==> config.mk <==
export PLATFORM = sky130hd
export DESIGN_NAME = framebuffer_scanout
export DESIGN_NICKNAME = d
export VERILOG_FILES = /design/src/rtl/framebuffer_scanout.sv
export SDC_FILE = /design/constraint.sdc
export NUM_CORES = 1
export LEC_CHECK = 0
export ABC_AREA = 1
export CAP_MARGIN = 20
export CORE_AREA = 2 2 85 87
export DETAILED_ROUTE_END_ITERATION = 8
export DIE_AREA = 0 0 87 89
export DONT_BUFFER_PORTS = 1
export GPL_TIMING_DRIVEN = 0
export PLACE_DENSITY_LB_ADDON = 0.05
export SLEW_MARGIN = 10
export SYNTH_ARGS = -nofsm -noshare
export SYNTH_HDL_FRONTEND = slang
export SYNTH_SLANG_ARGS = --single-unit
==> constraint.sdc <==
create_clock -name clk_i -period 6.35 [get_ports clk_i]
set_input_delay 1.27 -clock clk_i [delete_from_list [all_inputs] [get_ports clk_i]]
set_output_delay 1.27 -clock clk_i [all_outputs]
set_load 0.02 [all_outputs]
==> src/rtl/framebuffer_scanout.sv <==
// Scans a 1-bpp word-organised frame buffer out as a raster with sync and data-enable.
// Two-stage output pipeline: read issue -> word load/shift -> registered video outputs.
module framebuffer_scanout #(
  parameter int unsigned H_ACTIVE = 800,
  parameter int unsigned H_FP     = 40,
  parameter int unsigned H_SYNC   = 48,
  parameter int unsigned H_BP     = 40,
  parameter int unsigned V_ACTIVE = 480,
  parameter int unsigned V_FP     = 13,
  parameter int unsigned V_SYNC   = 3,
  parameter int unsigned V_BP     = 29
) (
  input  logic        clk_i,
  input  logic        reset_i,
  input  logic        load_i,
  output logic        rd_en_o,
  output logic [15:0] rd_address_o,
  input  logic [15:0] rd_data_i,
  output logic        pixel_o,
  output logic        de_o,
  output logic        hsync_o,
  output logic        vsync_o,
  output logic        frame_done_o
);

  localparam int unsigned HTotal = H_ACTIVE + H_FP + H_SYNC + H_BP;
  localparam int unsigned VTotal = V_ACTIVE + V_FP + V_SYNC + V_BP;

  localparam logic [10:0] HAct    = 11'(H_ACTIVE);
  localparam logic [10:0] VAct    = 11'(V_ACTIVE);
  localparam logic [10:0] HLast   = 11'(HTotal - 1);
  localparam logic [10:0] VLast   = 11'(VTotal - 1);
  localparam logic [10:0] HsStart = 11'(H_ACTIVE + H_FP);
  localparam logic [10:0] HsEnd   = 11'(H_ACTIVE + H_FP + H_SYNC);
  localparam logic [10:0] VsStart = 11'(V_ACTIVE + V_FP);
  localparam logic [10:0] VsEnd   = 11'(V_ACTIVE + V_FP + V_SYNC);
  localparam logic [15:0] Wpl     = 16'(H_ACTIVE / 16);

  typedef enum logic [0:0] {StWait, StRun} state_e;

  state_e      state_q, state_d;
  logic [10:0] h_q, h_d, v_q, v_d;
  logic [15:0] line_base_q, line_base_d;
  logic        rd_en_d;
  logic [15:0] rd_address_d;
  logic        h_last, v_last, run;

  // Stage-1 video flags; ld1_q marks the cycle rd_data_i carries a fresh word.
  logic        de1_q, hs1_q, vs1_q, fd1_q, ld1_q;
  logic        de1_d, hs1_d, vs1_d, fd1_d;
  logic [15:0] shift_q, shift_d;
  logic        pixel_d;

  assign h_last = (h_q == HLast);
  assign v_last = (v_q == VLast);
  assign run    = (state_q == StRun);

  always_comb begin
    state_d     = state_q;
    h_d         = h_q;
    v_d         = v_q;
    line_base_d = line_base_q;
    unique case (state_q)
      StWait: begin
        h_d         = '0;
        v_d         = '0;
        line_base_d = '0;
        if (!load_i) state_d = StRun;
      end
      StRun: begin
        if (h_last) begin
          h_d = '0;
          if (v_last) begin
            v_d         = '0;
            line_base_d = '0;
            if (load_i) state_d = StWait;
          end else begin
            v_d = v_q + 11'd1;
            if (v_q < VAct) line_base_d = line_base_q + Wpl;
          end
        end else begin
          h_d = h_q + 11'd1;
        end
      end
      default: state_d = StWait;
    endcase
  end

  // Read strobe is registered from next-state counters so it lines up with (h,v) in cycle t.
  always_comb begin
    rd_en_d      = (state_d == StRun) && (h_d < HAct) && (v_d < VAct) && (h_d[3:0] == 4'd0);
    rd_address_d = rd_en_d ? (line_base_d + {9'd0, h_d[10:4]}) : rd_address_o;
  end

  always_comb begin
    de1_d   = run && (h_q < HAct) && (v_q < VAct);
    hs1_d   = !(run && (h_q >= HsStart) && (h_q < HsEnd));
    vs1_d   = !(run && (v_q >= VsStart) && (v_q < VsEnd));
    fd1_d   = run && h_last && v_last;
    shift_d = ld1_q ? rd_data_i : {shift_q[14:0], 1'b0};
    // shift_q[14] is the bit after the one presented last cycle.
    pixel_d = de1_q && (ld1_q ? rd_data_i[15] : shift_q[14]);
  end

  always_ff @(posedge clk_i) begin
    if (reset_i) begin
      state_q      <= StWait;
      h_q          <= '0;
      v_q          <= '0;
      line_base_q  <= '0;
      rd_en_o      <= 1'b0;
      rd_address_o <= '0;
      de1_q        <= 1'b0;
      hs1_q        <= 1'b1;
      vs1_q        <= 1'b1;
      fd1_q        <= 1'b0;
      ld1_q        <= 1'b0;
      shift_q      <= '0;
      pixel_o      <= 1'b0;
      de_o         <= 1'b0;
      hsync_o      <= 1'b1;
      vsync_o      <= 1'b1;
      frame_done_o <= 1'b0;
    end else begin
      state_q      <= state_d;
      h_q          <= h_d;
      v_q          <= v_d;
      line_base_q  <= line_base_d;
      rd_en_o      <= rd_en_d;
      rd_address_o <= rd_address_d;
      de1_q        <= de1_d;
      hs1_q        <= hs1_d;
      vs1_q        <= vs1_d;
      fd1_q        <= fd1_d;
      ld1_q        <= rd_en_o;
      shift_q      <= shift_d;
      pixel_o      <= pixel_d;
      de_o         <= de1_q;
      hsync_o      <= hs1_q;
      vsync_o      <= vs1_q;
      frame_done_o <= fd1_q;
    end
  end

endmodule
==> results.py, run 1 <==
metrics = {
    "status": {
        "outcome": "finished, final reports clean",
    },
    "finish": {
        "num-nets-final": 689,
        "antennaDiodeCount": 0,
        "layout-drive-gt1-share_pct": 8.62,
        "areaGrowthSynthToFinish_pct": 7.33,
        "multiInputGateArea_sq_mm": 0.00230,
        "regArea_sq_mm": 0.00162,
        "fillers": 591,
    },
    "detailed_routing": {
        "finalWirelength_microns": 9930,
        "firstDrtPassIters": 5,
        "via_per_inst": 5.37,
        "dr_total_vias": 3980,
        "wl_per_cell_microns": 13.4,
        "drtIter0Drc": 280,
        "ant_nets": 0,
        "drc": 0,
    },
    "global_route": {
        "grt_pass1_wl_microns": 16300,
        "grt_max_degree": 15,
        "grt_use_total_pct": 26.8,
        "grt_pass1_vias": 3631,
        "grt_overflow": 0,
        "antenna_found_initial": 0,
    },
    "worst_setup_path": {
        "path_max_fanout": 10,
        "crit_chain": "ha_1 > nand2_2 > nor2_8 > nand3_4 > o21ai_2 > clkbuf_1 > nor3_1 > ha_1 > inv_1 > o21ai_0 > nand3_1 > o211ai_1 > a21oi_1 > inv_1 > nand2_1 > nor2_2 > nand3_1 > a21oi_1 > nor2_1",
        "cp-start-kind": "flop",
        "rr_endpoint": "rd_address_o[12]",
        "reg2reg_slack_ns": 2.43,
        "worstPathRequired_ns": 6.59,
        "r2r_start": "h_q[0]",
        "reg2reg_depth": 19,
        "critical_path_class": "flop to flop",
        "worst_setup_path_end_kind": "flop",
        "max_stage_delay_ns": 0.43,
        "crit_path_end": "rd_address_o[12]",
        "slowest_stage": "dfxtp_1",
        "worstPathArrival_ns": 4.16,
        "crit_start": "h_q[0]",
    },
    "clock_tree": {
        "cts_setup_buffers": 0,
        "htreeDepth": 3,
        "cts-buffers-inserted": 9,
        "postCtsHoldBufs": 0,
        "ctsResizeCount": 0,
        "cts.sinks": 81,
        "clkLatencyLatePin_ns": 0.35,
        "clock_path_buffers": 2,
        "clk_pin_slew_worst_paths_ns": 0.09,
        "root_buffer": "clkbuf_8",
        "cts_tree": "yes",
    },
    "sta": {
        "finalSetupViolations": 0,
        "finalMaxSlewViolations": 0,
        "fin_crit_ns": 3.92,
        "worst_hold_slack_ns": 0.412,
        "max_clock_freq_mhz": 255,
        "clock_skew_ns": 0.00639,
        "tns_ns": 0,
        "rsz0062_at_grt": "false",
        "tightest_slew_ns": 0.619,
        "hold_viol": 0,
        "slew_headroom_pct": 58.7,
        "finalCritPeriodShare_pct": 61.7,
    },
    "logic_synthesis": {
        "async_reset_ff_share_pct": 0,
        "yosysMostFrequentCell": "nand2_1",
        "ys_types": 44,
        "yosys.area_share.simple_pct": 37.5,
        "synth_mux_area_share_pct": 0,
        "synth_edf_count": 0,
        "synth_top_area_share_pct": 37.3,
        "synth_compound_area_share_pct": 8.22,
        "yosys_warnings": 0,
        "synth_nets": 678,
        "netlist_instances": 645,
        "synthAdderAreaFrac_pct": 4.20,
        "syn_area_sq_mm": 0.00435,
        "synth_xor_area_share_pct": 2.82,
        "synthFlopType": "dfxtp_1",
        "yosys.area.top_type": "dfxtp_1",
        "seq_area_frac_synth_pct": 37.3,
        "syn_avg_cell_area_sq_um": 6.75,
        "synth_seq_cells": 81,
        "synthTopCellsByArea": "dfxtp_1 37%, nand2_1 12%, nor2_1 9.8%",
        "synth_commonest_cells": "139 x nand2_1, 114 x nor2_1, 85 x inv_1",
        "synth_top_family_by_area": "simple AND/OR/NAND/NOR gates",
    },
    "die": {
        "die_w_microns": 87,
        "fp.coreArea_sq_mm": 0.00672,
        "fp-row-count": 30,
        "start_util_pct": 64.8,
        "die_area_sq_mm": 0.00774,
        "die_height_microns": 89,
        "io_pins": 41,
    },
    "placed_design": {
        "hpwl_microns": 7460,
        "place.gp.congestion": 0.902,
        "port_buffers": 0,
    },
    "power": {
        "pwr-share-clk_pct": 41.5,
        "p_total_mw": 0.999,
        "seqPwrFrac_pct": 53.1,
        "leakagePower_nw": 2.12,
        "ir_drop_mv": 0.160,
        "comb_power_share_pct": 5.5,
        "p_sw_share_pct": 24.2,
        "powerDensity_mw_per_mm2": 214,
        "cellInternalPower_mw": 0.758,
        "switching_power_mw": 0.242,
    },
    "flow_run": {
        "cap_violations": 0,
    },
    "worst_hold_path": {
        "hp-class": "flop to flop",
    },
}
==> power groups by stage <==
| stage | clock (mW) | combinational [mW] | sequential [mW] |
|---|---|---|---|
| final | 0.414 | 0.0547 | 0.530 |
| after global routing | 0.443 | 0.0608 | 0.532 |
| after CTS | 0.424 | 0.0546 | 0.530 |
| after detailed placement | 0 | 0.0543 | 0.542 |
| after global placement | 0 | 0.0531 | 0.542 |
| after floorplan | 0 | 0.0401 | 0.540 |
==> how the worst min path moves through the flow <==
stage	cells past startpoint	end	slack, ns	from
CTS	2	frame_done_o	0.42	fd1_q
global route	1	hsync_o	0.43	hs1_q
finish	2	frame_done_o	0.41	fd1_q
floorplan	2	frame_done_o	0.39	fd1_q
detailed placement	1	vsync_o	0.40	vs1_q
global placement	1	hsync_o	0.39	hs1_q
==> cell type report <==
class	count	share of cell area (%)
Buffer	15	1.50
Clock buffer	10	2.73
Clock inverter	6	1.96
Inverter	97	7.80
Multi-Input combinational cell	452	49.2
Sequential cell	81	34.7
Tap cell	80	2.14
==> per-layer routing <==
layer  track usage (%)  share of wire [%]  vias to the layer above
met3              6.09                4.5                       18
met5                 0                  0                        -
met4              7.67                1.8                        0
met1              33.7                 46                     1791
met2              46.3                 48                      105
li1                  -                  -                     2066
==> registers in the layout, summed over array words and instances, names as in the netlist, 11 cells and up <==
signal	cells
h_q	11
line_base_q	16
rd_address_o	16
shift_q	15
v_q	11
==> cells by family after synthesis <==
kind of cell	count (synthesis)
adders and majority gates	14
and+or+nand+nor	360
AOI/OAI and AO/OA	64
xor gates and xnor gates	14
buffers and inverters	112
DFF	81
==> critical path: cells and delay by family (launching register included) <==
kind	cells	cell delay, ns
adders and majority gates	2	0.60
AOI/OAI and AO/OA	5	0.96
buffers and inverters	3	0.51
DFF	1	0.43
and+or+nand+nor	9	1.28
==> per-stage QoR <==
stage          std cells  utilization, %  instance area [sq um]  worst slack (ns)
2_1_floorplan        645               -                   4350              3.15
3_3_place_gp         725            66.3                   4450              2.58
3_5_place_dp         725            66.3                   4450              2.50
4_1_cts              741            69.5                   4670              2.47
5_1_grt              741            69.5                   4670              2.00
6_report             741            69.5                   4670              2.43
==> cells in the final DEF, fill, tap and decap left out, drive strengths merged, types with 3 or more instances in the layout <==
cell and count:
nand3 51, dfxtp 81, nor3 17, a21oi 22, xor2 12, clkbuf 20
nand2 142, inv 97, o21ai 31, ha 13, buf 5, nor4 8
nand4 13, clkinv 4, or2 3, nor2 125
(Power assumes the default switching activity.)
==> run 2, diff against run 1 <==
- CORE_AREA: 2 2 85 87 -> 2 2 86 88
- DIE_AREA: 0 0 87 89 -> 0 0 88 90
- clock period: 6.35 -> 3.8 ns (I/O delays scaled with it)
==> results.py, run 2 (synthesized netlist as in run 1, its figures left out) <==
metrics = {
    "detailed_routing": {
        "wl_met1_microns": 4670,
        "finalWirelength_microns": 10100,
        "ant_nets": 0,
        "drtIter0Drc": 164,
        "wl_per_cell_microns": 13.2,
        "topRoutingLayerUsed": "met4",
        "dr_total_vias": 4024,
        "firstDrtPassIters": 5,
        "wl_met2_microns": 4820,
        "dr_wl_met3_microns": 438,
        "via_per_inst": 5.25,
        "drc": 0,
    },
    "placed_design": {
        "pre_cts_slack_ns": -0.0828,
        "port_buffers": 0,
        "hpwl_microns": 7540,
        "place_area_sq_mm": 0.00448,
        "place.gp.congestion": 0.898,
        "place_inst": 744,
    },
    "finish": {
        "layout-drive-gt1-share_pct": 10.6,
        "layout_common_cells": "139 x nand2_1, 114 x nor2_1, 85 x inv_1, 79 x dfxtp_1, 43 x nand3_1",
        "final_core_util_pct": 68.0,
        "final_area_sq_mm": 0.00477,
        "fillers": 627,
        "layout_commonest_cell": "nand2_1",
        "final_cells": 767,
        "areaGrowthSynthToFinish_pct": 9.63,
        "antennaDiodeCount": 0,
        "top_regs": "line_base_q x16, rd_address_o x16, shift_q x15",
        "num-nets-final": 696,
    },
    "die": {
        "die_area_sq_mm": 0.00792,
        "die_height_microns": 90,
        "fp.coreArea_sq_mm": 0.00702,
        "io_pins": 41,
        "die_w_microns": 88,
        "start_util_pct": 62.0,
        "fp-row-count": 31,
    },
    "worst_setup_path": {
        "worst_setup_path_end_kind": "flop",
        "worstPathRequired_ns": 4.06,
        "path_max_fanout": 10,
        "worstPathArrival_ns": 3.82,
        "critical_path_class": "flop to flop",
        "cp-start-kind": "flop",
    },
    "sta": {
        "worst_hold_slack_ns": 0.415,
        "tightest_slew_ns": 0.617,
        "hold_viol": 0,
        "finalWorstSetupSlack_ns": 0.249,
        "slew_headroom_pct": 58.9,
        "clock_skew_ns": 0.00953,
        "finalMaxSlewViolations": 0,
        "fin_crit_ns": 3.55,
        "tns_ns": 0,
        "max_clock_freq_mhz": 282,
        "finalSetupViolations": 0,
        "finalCritPeriodShare_pct": 93.5,
    },
    "global_route": {
        "grt_max_degree": 17,
        "antenna_found_initial": 0,
        "grt_overflow": 0,
        "grt_pass1_wl_microns": 16700,
        "grt_pass1_vias": 3662,
        "grt_use_total_pct": 26.5,
    },
    "power": {
        "powerDensity_mw_per_mm2": 345,
        "ir_drop_mv": 0.212,
        "leakagePower_nw": 2.14,
        "p_total_mw": 1.65,
    },
    "clock_tree": {
        "cts.sinks": 81,
        "root_buffer": "clkbuf_8",
        "htreeDepth": 3,
        "cts-buffers-inserted": 9,
        "clock_path_buffers": 2,
        "cts_tree": "yes",
        "clk_pin_slew_worst_paths_ns": 0.09,
        "clkLatencyLatePin_ns": 0.36,
    },
    "worst_hold_path": {
        "hp-class": "flop to flop",
    },
    "flow_run": {
        "cap_violations": 0,
    },
    "status": {
        "outcome": "finished, final reports clean",
    },
}
-- run 2: cell types whose count changed in the layout (fill, tap and decap cells not counted), moves of 2 or more --
cell	before	now
buf_4	1	8
inv_6	1	3
clkbuf_1	11	9
dfxtp_1	81	79
dfxtp_2	0	2
-- run 2: layer usage --
layer / up-vias / track usage (%)
met3: 14 / 5.51
met1: 1849 / 35.4
met4: 0 / 9.62
met2: 83 / 42.0
li1: 2078 / -
met5: - / 0
-- run 2: where the power goes --
group	switching, mW	leakage [nW]	total [mW]	internal, mW
Clock	0.350	0.103	0.666	0.316
Sequential	0.0193	0.657	0.886	0.867
Combinational	0.0663	1.38	0.0944	0.0281
Total	0.435	2.14	1.65	1.21
-- run 2: layout make-up --
cell class,count,area [sq um],share of cell area [%]
sequential,81,1620,34.0
tap,99,124,2.60
clock buffer,9,124,2.60
timing repair buffer,7,52.6,1.10
multi-input combinational,452,2320,48.7
inverter,97,364,7.63
clock inverter,7,83.8,1.76
buffer,15,73.8,1.55
-- run 2: worst max-delay path: stages, from the launching register on --
cell      delay (ns)
dfxtp_1         0.39
ha_1            0.20
nand2_2         0.11
nor2_8          0.20
nand3_4         0.20
o21ai_4         0.25
clkbuf_4        0.25
nor3_2          0.08
ha_1            0.38
inv_1           0.09
o21ai_0         0.20
nand3_1         0.10
o211ai_1        0.15
a21oi_1         0.12
inv_1           0.07
nand2_1         0.14
nor2_4          0.19
nand2_1         0.07
nand2_1         0.05
nand3_1         0.07
nand2_1         0.08
inv_1           0.04
-- run 2: worst paths after layout --
| check | start | end | slack (ns) | cells after the start |
|---|---|---|---|---|
| max | h_q[1] | rd_address_o[14] | 0.25 | 21 |
| min | hs1_q | hsync_o | 0.42 | 1 |
| max reg2reg | h_q[1] | rd_address_o[14] | 0.25 | 21 |
| min reg2reg | hs1_q | hsync_o | 0.42 | 1 |
-- run 2: timing repair --
item                                    in CTS  in global routing
setup buffers                                0                  7
resized for setup                            1                 10
endpoints found under the setup margin       6                  8
hold buffers                                 0                  0
pin swaps                                    0                  4
endpoints found under the hold margin        0                  0
==> run 3, diff against run 2 <==
- CORE_AREA: 2 2 86 88 -> 2 2 102 74
- DIE_AREA: 0 0 88 90 -> 0 0 104 76
==> results.py, run 3 (synthesized netlist as in run 1, its figures left out) <==
metrics = {
    "placed_design": {
        "pre_cts_slack_ns": -0.0639,
        "place.gp.congestion": 0.938,
        "port_buffers": 0,
        "place_area_sq_mm": 0.00447,
        "hpwl_microns": 7830,
    },
    "clock_tree": {
        "clock_path_buffers": 2,
        "htreeDepth": 3,
        "postCtsHoldBufs": 0,
        "clk_pin_slew_worst_paths_ns": 0.09,
        "cts_tree": "yes",
        "clkLatencyLatePin_ns": 0.36,
        "cts.sinks": 81,
        "root_buffer": "clkbuf_8",
        "cts-buffers-inserted": 9,
    },
    "finish": {
        "num-nets-final": 698,
        "layout_commonest_cell": "nand2_1",
        "top_regs": "line_base_q x16, rd_address_o x16, shift_q x15",
        "antennaDiodeCount": 0,
        "multiInputGateArea_sq_mm": 0.00231,
        "areaGrowthSynthToFinish_pct": 10.0,
        "fillers": 662,
        "final_area_sq_mm": 0.00479,
        "layout_common_cells": "139 x nand2_1, 114 x nor2_1, 85 x inv_1, 79 x dfxtp_1, 43 x nand3_1",
        "layout-drive-gt1-share_pct": 10.4,
        "regArea_sq_mm": 0.00162,
    },
    "worst_setup_path": {
        "crit_buf_inv": 4,
        "rr_endpoint": "rd_address_o[12]",
        "worst_setup_path_end_kind": "flop",
        "slowest_stage": "ha_1",
        "reg2reg_slack_ns": 0.26,
        "critical_path_class": "flop to flop",
        "cp-start-kind": "flop",
        "path_max_fanout": 10,
        "worstPathRequired_ns": 4.05,
        "max_stage_delay_ns": 0.40,
        "r2r_start": "v_q[0]",
        "crit_family": "simple AND/OR/NAND/NOR gates",
        "crit_chain": "inv_1 > ha_1 > nand2_1 > nor2_1 > nand3_1 > o21ai_4 > clkbuf_4 > nor3_1 > ha_1 > inv_1 > o21ai_0 > nand3_1 > o211ai_1 > a21oi_1 > inv_1 > nand2_1 > nor2_2 > nand3_1 > a21oi_1 > nor2_1",
        "worstPathArrival_ns": 3.79,
        "reg2reg_depth": 20,
    },
    "sta": {
        "tns_ns": 0,
        "finalSetupViolations": 0,
        "fin_crit_ns": 3.54,
        "finalMaxSlewViolations": 0,
        "finalWorstSetupSlack_ns": 0.255,
        "finalCritPeriodShare_pct": 93.3,
        "tightest_slew_ns": 0.613,
        "max_clock_freq_mhz": 282,
        "slew_headroom_pct": 59.1,
        "clock_skew_ns": 0.00856,
        "hold_viol": 0,
    },
    "global_route": {
        "grt_pass1_wl_microns": 17200,
        "grt_pass1_vias": 3695,
        "grt_use_total_pct": 26.9,
        "grt_max_degree": 15,
        "grt_overflow": 0,
        "antenna_found_initial": 0,
    },
    "status": {
        "outcome": "finished, final reports clean",
    },
    "die": {
        "start_util_pct": 61.9,
        "io_pins": 41,
        "fp-row-count": 26,
        "die_w_microns": 104,
        "die_area_sq_mm": 0.00790,
        "die_height_microns": 76,
        "fp.coreArea_sq_mm": 0.00703,
    },
    "worst_hold_path": {
        "hold_end": "vsync_o",
        "hp-class": "flop to flop",
        "min_from": "vs1_q",
        "min_path_cells": 1,
    },
    "detailed_routing": {
        "via_per_inst": 5.29,
        "wl_per_cell_microns": 13.7,
        "firstDrtPassIters": 5,
        "drtIter0Drc": 246,
        "ant_nets": 0,
        "drc": 0,
        "dr_total_vias": 4066,
        "finalWirelength_microns": 10500,
    },
    "power": {
        "leakagePower_nw": 2.17,
        "ir_drop_mv": 0.222,
        "powerDensity_mw_per_mm2": 356,
    },
    "flow_run": {
        "cap_violations": 0,
    },
}
-- run 3: power breakdown --
part	switching [mW]	internal, mW	leakage, nW
sequential	0.0189	0.867	0.657
combinational	0.0674	0.0288	1.39
clock	0.328	0.394	0.115
-- run 3: cell type report --
class | count | share of cell area, %
Sequential cell | 81 | 33.9
Clock buffer | 11 | 2.95
Clock inverter | 5 | 1.80
Tap cell | 98 | 2.56
Timing Repair Buffer | 9 | 1.41
Inverter | 97 | 7.60
Multi-Input combinational cell | 452 | 48.2
Buffer | 15 | 1.54
-- run 3: routing by layer --
layer	GRT usage (%)	part of all wire, %
met5	0	0
met4	6.22	0.90
met3	7.36	8.1
met2	42.0	44
met1	37.5	47
-- run 3: worst register-to-register path, stage by stage (launching register included) --
cell	delay, ns
dfxtp_2	0.37
inv_1	0.11
ha_1	0.19
nand2_1	0.07
nor2_1	0.12
nand3_1	0.19
o21ai_4	0.23
clkbuf_4	0.23
nor3_1	0.09
ha_1	0.40
inv_1	0.09
o21ai_0	0.21
nand3_1	0.14
o211ai_1	0.17
a21oi_1	0.12
inv_1	0.08
nand2_1	0.10
nor2_2	0.21
nand3_1	0.09
a21oi_1	0.17
nor2_1	0.05
-- run 3: what timing repair did --
action	CTS	global route
buffers inserted	0	9
endpoints found under the setup margin	5	8
hold endpoints to repair	0	0
resized for setup	1	7
pin swaps	0	5
-- run 3: metrics by stage --
step	instances	util [%]	total power, mW	hold slack, ns
after floorplan	645	-	0.970	0.388
after global placement	743	63.7	0.995	0.392
after detailed placement	743	63.7	0.997	0.394
after CTS	759	66.9	1.71	0.414
after global routing	768	68.1	1.76	0.428
final	768	68.1	1.70	0.413
-- run 3: worst max path at each step --
stage	from	slack, ns	end	depth (start not counted)
after floorplan	h_q[0]	0.60	rd_address_o[12]	19
after global placement	h_q[0]	0.007	rd_address_o[13]	19
after detailed placement	h_q[0]	-0.06	rd_address_o[12]	19
after CTS	h_q[0]	0.06	rd_address_o[12]	19
after global routing	v_q[0]	-0.04	rd_address_o[12]	20
final	v_q[0]	0.26	rd_address_o[12]	20
